`src/rtl/vga_sync_gen_if.sv`:
```
// Timing bundle from vga_sync_gen to the shape generators and RGB mux.
// VGA_FRAME_COUNT_EN adds the frame_count member.
interface vga_sync_gen_if;
    logic       pixel_tick;
    logic [9:0] HCount;
    logic [9:0] VCount;
    logic       hsync;
    logic       vsync;
    logic       video_on;
    logic       frame_start;
    logic       line_start;
`ifdef VGA_FRAME_COUNT_EN
    logic [7:0] frame_count;

    modport master (
        output pixel_tick, HCount, VCount, hsync, vsync, video_on,
               frame_start, line_start, frame_count
    );

    modport slave (
        input pixel_tick, HCount, VCount, hsync, vsync, video_on,
              frame_start, line_start, frame_count
    );
`else
    modport master (
        output pixel_tick, HCount, VCount, hsync, vsync, video_on,
               frame_start, line_start
    );

    modport slave (
        input pixel_tick, HCount, VCount, hsync, vsync, video_on,
              frame_start, line_start
    );
`endif
endinterface

```
`src/rtl/vga_sync_gen.sv`:
```
// 640x480@60 VGA timing generator: pixel-enable divider, raster counters, sync decodes.
// Optional VGA_FRAME_COUNT_EN adds an 8-bit wrapping frame counter.
module vga_sync_gen #(
    parameter int unsigned CLK_DIV   = 2,
    parameter int unsigned H_DISPLAY = 640,
    parameter int unsigned H_FRONT   = 16,
    parameter int unsigned H_SYNC    = 96,
    parameter int unsigned H_BACK    = 48,
    parameter int unsigned V_DISPLAY = 480,
    parameter int unsigned V_FRONT   = 10,
    parameter int unsigned V_SYNC    = 2,
    parameter int unsigned V_BACK    = 33
) (
    input  logic           clk,
    input  logic           reset,
    vga_sync_gen_if.master vga
);
    localparam int unsigned CNT_W   = 10;
    localparam int unsigned H_TOTAL = H_DISPLAY + H_FRONT + H_SYNC + H_BACK;
    localparam int unsigned V_TOTAL = V_DISPLAY + V_FRONT + V_SYNC + V_BACK;
    localparam int unsigned DIV_W   = (CLK_DIV > 1) ? $clog2(CLK_DIV) : 1;

    localparam logic [DIV_W-1:0] DIV_LAST     = DIV_W'(CLK_DIV - 1);
    localparam logic [CNT_W-1:0] H_LAST       = CNT_W'(H_TOTAL - 1);
    localparam logic [CNT_W-1:0] V_LAST       = CNT_W'(V_TOTAL - 1);
    localparam logic [CNT_W-1:0] H_VIS        = CNT_W'(H_DISPLAY);
    localparam logic [CNT_W-1:0] V_VIS        = CNT_W'(V_DISPLAY);
    localparam logic [CNT_W-1:0] H_SYNC_START = CNT_W'(H_DISPLAY + H_FRONT);
    localparam logic [CNT_W-1:0] H_SYNC_END   = CNT_W'(H_DISPLAY + H_FRONT + H_SYNC - 1);
    localparam logic [CNT_W-1:0] V_SYNC_START = CNT_W'(V_DISPLAY + V_FRONT);
    localparam logic [CNT_W-1:0] V_SYNC_END   = CNT_W'(V_DISPLAY + V_FRONT + V_SYNC - 1);

    logic [DIV_W-1:0] div_q, div_d;
    logic [CNT_W-1:0] h_q, h_d;
    logic [CNT_W-1:0] v_q, v_d;
    logic             hsync_q, hsync_d;
    logic             vsync_q, vsync_d;
    logic             video_q, video_d;
    logic             tick_c;
    logic             line_end_c;
    logic             frame_end_c;

    // Tick is masked during reset so CLK_DIV=1 still reads 0 while held in reset.
    assign tick_c      = (div_q == DIV_LAST) && !reset;
    assign line_end_c  = tick_c && (h_q == H_LAST);
    assign frame_end_c = line_end_c && (v_q == V_LAST);

    // Next-state: divider wrap, raster advance, and decodes of the next position.
    always_comb begin
        div_d = div_q;
        h_d   = h_q;
        v_d   = v_q;

        if (div_q == DIV_LAST) begin
            div_d = '0;
        end else begin
            div_d = div_q + DIV_W'(1);
        end

        if (tick_c) begin
            if (h_q == H_LAST) begin
                h_d = '0;
                if (v_q == V_LAST) begin
                    v_d = '0;
                end else begin
                    v_d = v_q + CNT_W'(1);
                end
            end else begin
                h_d = h_q + CNT_W'(1);
            end
        end

        hsync_d = !((h_d >= H_SYNC_START) && (h_d <= H_SYNC_END));
        vsync_d = !((v_d >= V_SYNC_START) && (v_d <= V_SYNC_END));
        video_d = (h_d < H_VIS) && (v_d < V_VIS);
    end

    always_ff @(posedge clk or posedge reset) begin
        if (reset) begin
            div_q   <= '0;
            h_q     <= '0;
            v_q     <= '0;
            hsync_q <= 1'b1;
            vsync_q <= 1'b1;
            video_q <= 1'b1;
        end else begin
            div_q   <= div_d;
            h_q     <= h_d;
            v_q     <= v_d;
            hsync_q <= hsync_d;
            vsync_q <= vsync_d;
            video_q <= video_d;
        end
    end

    assign vga.pixel_tick  = tick_c;
    assign vga.HCount      = h_q;
    assign vga.VCount      = v_q;
    assign vga.hsync       = hsync_q;
    assign vga.vsync       = vsync_q;
    assign vga.video_on    = video_q;
    assign vga.line_start  = line_end_c;
    assign vga.frame_start = frame_end_c;

`ifdef VGA_FRAME_COUNT_EN
    logic [7:0] frame_cnt_q;

    // Free-running frame index for blink/animation; wraps naturally at 8 bits.
    always_ff @(posedge clk or posedge reset) begin
        if (reset) begin
            frame_cnt_q <= '0;
        end else if (frame_end_c) begin
            frame_cnt_q <= frame_cnt_q + 8'(1);
        end
    end

    assign vga.frame_count = frame_cnt_q;
`endif
endmodule

```
`src/flat_wrapper.sv`:
```
// flat-port wrapper written by rule: the top's interface ports become plain ports
module vga_sync_gen_flat 
#(
    parameter int unsigned CLK_DIV   = 2,
    parameter int unsigned H_DISPLAY = 640,
    parameter int unsigned H_FRONT   = 16,
    parameter int unsigned H_SYNC    = 96,
    parameter int unsigned H_BACK    = 48,
    parameter int unsigned V_DISPLAY = 480,
    parameter int unsigned V_FRONT   = 10,
    parameter int unsigned V_SYNC    = 2,
    parameter int unsigned V_BACK    = 33
)
  (clk, reset, vga_pixel_tick, vga_HCount, vga_VCount, vga_hsync, vga_vsync, vga_video_on, vga_frame_start, vga_line_start);
  vga_sync_gen_if vga_i ();
  input  logic clk;
  input  logic reset;
  output wire logic [$bits(vga_i.pixel_tick)-1:0] vga_pixel_tick;
  output wire logic [$bits(vga_i.HCount)-1:0] vga_HCount;
  output wire logic [$bits(vga_i.VCount)-1:0] vga_VCount;
  output wire logic [$bits(vga_i.hsync)-1:0] vga_hsync;
  output wire logic [$bits(vga_i.vsync)-1:0] vga_vsync;
  output wire logic [$bits(vga_i.video_on)-1:0] vga_video_on;
  output wire logic [$bits(vga_i.frame_start)-1:0] vga_frame_start;
  output wire logic [$bits(vga_i.line_start)-1:0] vga_line_start;
  assign vga_pixel_tick = vga_i.pixel_tick;
  assign vga_HCount = vga_i.HCount;
  assign vga_VCount = vga_i.VCount;
  assign vga_hsync = vga_i.hsync;
  assign vga_vsync = vga_i.vsync;
  assign vga_video_on = vga_i.video_on;
  assign vga_frame_start = vga_i.frame_start;
  assign vga_line_start = vga_i.line_start;
  vga_sync_gen #(.CLK_DIV(CLK_DIV), .H_DISPLAY(H_DISPLAY), .H_FRONT(H_FRONT), .H_SYNC(H_SYNC), .H_BACK(H_BACK), .V_DISPLAY(V_DISPLAY), .V_FRONT(V_FRONT), .V_SYNC(V_SYNC), .V_BACK(V_BACK)) u_core (.clk(clk), .reset(reset), .vga(vga_i));
endmodule
```
`config.mk`:
```
export PLATFORM = sky130hd
export DESIGN_NAME = vga_sync_gen_flat
export DESIGN_NICKNAME = d
export VERILOG_FILES = /design/src/rtl/vga_sync_gen_if.sv /design/src/rtl/vga_sync_gen.sv /design/src/flat_wrapper.sv
export SDC_FILE = /design/constraint.sdc
export NUM_CORES = 1
export LEC_CHECK = 0
export CAP_MARGIN = 0
export CORE_UTILIZATION = 50
export DETAILED_ROUTE_END_ITERATION = 10
export HOLD_SLACK_MARGIN = 0.08
export PLACE_DENSITY = 0.91
export REMOVE_ABC_BUFFERS = 1
export SLEW_MARGIN = 10
export SYNTH_ARGS = -nofsm -noshare
export SYNTH_HDL_FRONTEND = slang
export SYNTH_SLANG_ARGS = --single-unit
export TNS_END_PERCENT = 50
```
`constraint.sdc`:
```
create_clock -name clk -period 2.8 [get_ports clk]
set_input_delay 0.7 -clock clk [delete_from_list [all_inputs] [get_ports clk]]
set_output_delay 0.7 -clock clk [all_outputs]
set_load 0.02 [all_outputs]
```
==> impl_metrics.ini, run 1 <==
[global_route]
grt_pass1_vias = 1197
antenna_found_initial = 0
use_met2 = 0.438
grt_most_used_layer = met2
gr-usage-all-layers = 0.250
gr-usage-met1 = 0.299
grt-ovfl-total = 0
grt_pass1_wl_microns = 5140
grt_max_degree = 25
met3_usage = 0.0287

[power_and_ir_drop]
p_leak_nw = 0.817
vdd_drop_max_mv = 0.431
power_density_nw_per_um2 = 450

[synth]
seq_area_frac_synth = 0.456
synth.distinct_cells = 43
synth_top_area_frac = 0.397
synth_area_leaders = dfrtp_1 40%, dfstp_2 5.9%, nand2_1 4.2%
syn_avg_cell_area_sq_um = 9.81
synth_ff_type = dfrtp_1
async_flop_share = 1.00
synth_edf_count = 0
yosysWarnings = 0
synth_top_area_cell = dfrtp_1
yosys_register_bits = 24
synth_area_sq_um = 1330
syn_inst = 135

[cts]
path_clk_slew_ps = 140
clk_path_buf_depth = 2
clkSinkCount = 24
cts_setup_buffers = 0
insertion_delay_ps = 310
cts_buffers = 3
h-tree-depth = 1
cts_tree = yes
ctsHoldBuffers = 0
cts_root_buffer = clkbuf_4

[timing]
timing.final.crit_share = 0.953
relSlewSlack = 0.694
fmax_mhz = 375
rsz0062_at_grt = false
fin_skew_ps = 8.35
tightest_slew_ps = 455
drv_slew = 0
setup_tns_ps = 0
timing.final.ws_setup_ps = 132
hold_violations = 0
min_period_ps = 2670
setup-violations-final = 0

[routing]
drt_pass1_iterations = 4
vias = 1215
wirelength_microns = 3200
drtAntennaViolNets = 0
drc = 0
viasPerCell = 5.90
wl_per_cell_microns = 15.5
drt-initial-drc-count = 33

[die]
die_x_microns = 53.5
num_rows = 18
die_area_sq_um = 2860
die_h_microns = 53.5
ios = 28
core_region_area_sq_um = 2500
start_util = 0.530

[run_status]
status = finished clean

[final_layout]
drive_gt1_frac = 0.205
layout.nets = 182
area_growth_pct = 31.7
final_cell_mix = 24 x clkdlybuf4s50_1, 21 x dfrtp_1, 15 x nand2_1, 15 x buf_4, 11 x o21ai_0
diodes = 0
mostFrequentLayoutCell = clkdlybuf4s50_1
n_fill_cell = 196

[setup_path]
critPathCaptureType = output port
required_ps = 2100
worst-setup-path-type = reg2out
crit_path_start_kind = flop
arrival_ps = 1970
reg2reg_depth = 9
cp_max_fo = 3

[placed_design]
place.gp.congestion = 0.827
portBuffers = 27
dp.final_hpwl_microns = 2330
post-place-ws_ps = -454

[worst_hold_path]
hold_class = in2async

[run]
cap_violations = 0
[cells by family after synthesis]
kind of cell             Yosys count  share of synthesized area
AND/OR/NAND/NOR                   58                      0.247
buffers and inverters             15                     0.0642
XOR/XNOR                          10                     0.0774
multiplexers                       3                     0.0246
adder cells (fa/ha/maj)            3                     0.0283
flip-flops                        24                      0.456
AO/OA/AOI/OAI                     22                      0.102
[metal layers]
layer  vias to the layer above  routed length, microns
met5                         -                       0
met4                         0                      19
met3                         2                     155
met2                        53                    1710
met1                       597                    1320
li1                        563                       -
[sequential cells by signal (all words and copies together) (netlist names)]
signal / flops
u_core.vga.HCount: 10
u_core.vga.video_on: 1
u_core.vga.VCount: 10
u_core.vga.vsync: 1
u_core.vga.hsync: 1
u_core.div_q: 1
[area by class of cell]
type,instances,area [sq um],share of cell area
repair buffers,42,382,0.219
multi-input cells,96,643,0.368
well taps,30,37.5,0.0215
clock buffers,4,36.3,0.0208
flip-flops and latches,24,604,0.346
inverters,10,42.5,0.0244
[Yosys cell counts (2+ instances only)]
library cell / number
buf_6: 3
and2_1: 2
nor3b_1: 2
dfstp_2: 3
o21bai_1: 2
xor2_1: 2
inv_1: 8
ha_1: 3
nor3_1: 3
and3_1: 4
nand4_1: 9
or3_1: 2
dfrtp_1: 21
nand3b_1: 2
nand2_1: 15
a31oi_1: 2
mux2_2: 2
xnor2_1: 6
o21ai_0: 11
nor2_1: 5
nand3_1: 6
[repair_timing]
action                     CTS  global route
setup endpoints to repair    2             2
pin swaps                    0             2
gates cloned                 0             0
gates resized for setup      8             5
[stage by stage]
stage,util,cells,instance area (sq um),total power [mW],hold slack (ps)
after floorplan,-,130,1280,0.512,415
after global placement,0.681,202,1700,0.597,443
after detailed placement,0.681,202,1700,0.607,457
after CTS,0.695,206,1740,0.794,475
after global routing,0.698,206,1750,0.824,500
final,0.698,206,1750,0.786,483
[worst max-delay path, cell delays in order (launching register included)]
cell     delay [ps]
dfrtp_1         400
or4_1           580
or3_1           430
nor2_4          130
buf_6           120
[worst paths after layout]
check                                               startpoint                              to  slack, ps
worst min-delay path                                     reset  u_core.vga.HCount[4]$_DFF_PP0_        480
worst max-delay path            u_core.vga.VCount[5]$_DFF_PP0_                 vga_frame_start        130
worst min register to register          u_core.div_q$_DFF_PP0_          u_core.div_q$_DFF_PP0_        490
worst max register to register  u_core.vga.HCount[1]$_DFF_PP0_   u_core.vga.video_on$_DFF_PP1_        360
max in group asynchronous                                reset      u_core.vga.vsync$_DFF_PP1_       2030
min in group clk                        u_core.div_q$_DFF_PP0_          u_core.div_q$_DFF_PP0_        490
[power breakdown]
| group | internal (mW) | leakage (nW) | switching (mW) | total, mW |
|---|---|---|---|---|
| Sequential | 0.374 | 0.296 | 0.0419 | 0.416 |
| Combinational | 0.0925 | 0.500 | 0.0948 | 0.187 |
| Clock | 0.0794 | 0.0210 | 0.103 | 0.183 |
No activity file was read; power rests on OpenSTA's default activity.
==> inputs of run 2 (changes only) <==
- SKIP_CTS_REPAIR_TIMING: not set -> 1
==> impl_metrics.ini, run 2 (synthesis results as in run 1) <==
[final_layout]
area_growth_pct = 31.4
diodes = 0
mostFrequentLayoutCell = clkdlybuf4s50_1
drive_gt1_frac = 0.199
layout.nets = 182
final_cell_mix = 25 x clkdlybuf4s50_1, 21 x dfrtp_1, 16 x buf_4, 15 x nand2_1, 11 x o21ai_0
final_util = 0.697
n_fill_cell = 197

[setup_path]
arrival_ps = 2080
cp_cell_sequence = clkdlybuf4s50_1, nand3b_1, or4_4, nor2_2, buf_4
critical_path.top_delay_family = simple AND/OR/NAND/NOR gates
path_buf_inv = 2
reg2reg_depth = 8
cp_max_fo = 3
worst-setup-path-type = in2out
crit_path_start_kind = input pin
critPathCaptureType = output port
r2r_setup_slack_ps = 340
rr_endpoint = u_core.vga.video_on$_DFF_PP1_
max_stage_delay_ps = 480
crit_path_top_delay_cell = or4_4
required_ps = 2100
reg2reg_from = u_core.vga.HCount[5]$_DFF_PP0_

[die]
num_rows = 18
ios = 28
core_region_area_sq_um = 2500
start_util = 0.530
die_x_microns = 53.5
die_area_sq_um = 2860
die_h_microns = 53.5

[routing]
drt-initial-drc-count = 38
drc = 0
viasPerCell = 5.85
vias = 1205
wl_per_cell_microns = 15.2
drt_pass1_iterations = 4
drtAntennaViolNets = 0
wirelength_microns = 3140

[cts]
cts_root_buffer = clkbuf_4
insertion_delay_ps = 310
h-tree-depth = 1
path_clk_slew_ps = 120
cts_buffers = 3
clk_path_buf_depth = 2
clkSinkCount = 24
cts_tree = yes

[timing]
timing.final.crit_share = 0.992
drv_slew = 0
fin_skew_ps = 10.1
rsz0062_at_grt = true
min_period_ps = 2780
hold_violations = 0
fmax_mhz = 360
setup-violations-final = 0
tightest_slew_ps = 444
relSlewSlack = 0.701

[power_and_ir_drop]
switchingPower_mw = 0.237
vdd_drop_max_mv = 0.419
switching_share = 0.303
p_leak_nw = 0.824
comb_power_share = 0.238
p_total_mw = 0.784
power_density_nw_per_um2 = 450
seqPwrFrac = 0.529
p_int_mw = 0.546
pwr-share-clk = 0.233

[global_route]
grt_pass1_wl_microns = 5140
grt-ovfl-total = 0
grt_pass1_vias = 1197
gr-usage-all-layers = 0.250
grt_max_degree = 25
antenna_found_initial = 0

[worst_hold_path]
min_to = u_core.div_q$_DFF_PP0_
hold_path_depth = 1
worstHoldStart = u_core.div_q$_DFF_PP0_
hold_class = reg2reg

[run_status]
status = finished clean

[placed_design]
dp.final_hpwl_microns = 2330
place.gp.congestion = 0.827
portBuffers = 27

[run]
cap_violations = 0
-- run 2: changes by cell type in the layout (fill, tap and decap cells not counted), sizes merged --
cell / change
buf: -1
clkdlybuf4s50: +1
-- run 2: per-layer routing --
layer / vias up / share of wire / global-route usage
met1: 592 / 0.42 / 0.299
met2: 44 / 0.53 / 0.438
met3: 8 / 0.039 / 0.0287
li1: 561 / - / -
met4: 0 / 0.012 / 0.123
met5: - / 0 / 0
-- run 2: layout make-up --
| cell class | count | area (sq um) | area share |
|---|---|---|---|
| inverters | 10 | 42.5 | 0.0244 |
| repair buffers | 42 | 383 | 0.220 |
| clock buffers | 4 | 36.3 | 0.0208 |
| well taps | 30 | 37.5 | 0.0216 |
| multi-input cells | 96 | 638 | 0.366 |
| flip-flops and latches | 24 | 604 | 0.347 |
-- run 2: stage by stage --
step	cells	worst slack [ps]	area [sq um]	TNS (ps)	hold slack [ps]
4_1_cts	206	-454	1740	-798	475
2_1_floorplan	130	151	1280	0	415
5_1_grt	206	-4.17	1740	-4.17	500
3_3_place_gp	202	-408	1700	-739	443
6_report	206	22.9	1740	0	469
3_5_place_dp	202	-454	1700	-876	457
-- run 2: how the worst max path moves through the flow --
| stage | cells past startpoint | to | from | slack [ps] |
|---|---|---|---|---|
| floorplan | 8 | u_core.vga.hsync$_DFF_PP1_ | reset | 150 |
| global placement | 5 | vga_frame_start | reset | -410 |
| detailed placement | 5 | vga_frame_start | reset | -450 |
| CTS | 5 | vga_frame_start | reset | -450 |
| global route | 5 | vga_frame_start | reset | -4 |
| finish | 5 | vga_frame_start | reset | 20 |
-- run 2: power groups by stage --
stage                     Combinational [mW]  Clock [mW]  Sequential [mW]
after floorplan                       0.0637           0            0.448
after global placement                 0.180           0            0.416
after detailed placement               0.187           0            0.420
after CTS                              0.188       0.191            0.415
after global routing                   0.202       0.200            0.419
final                                  0.187       0.182            0.414
==> inputs of run 3 (changes only) <==
- GPL_ROUTABILITY_DRIVEN: not set -> 0
==> results of run 3 <==
Final layout, timing and power as in run 2 (identical DEF).
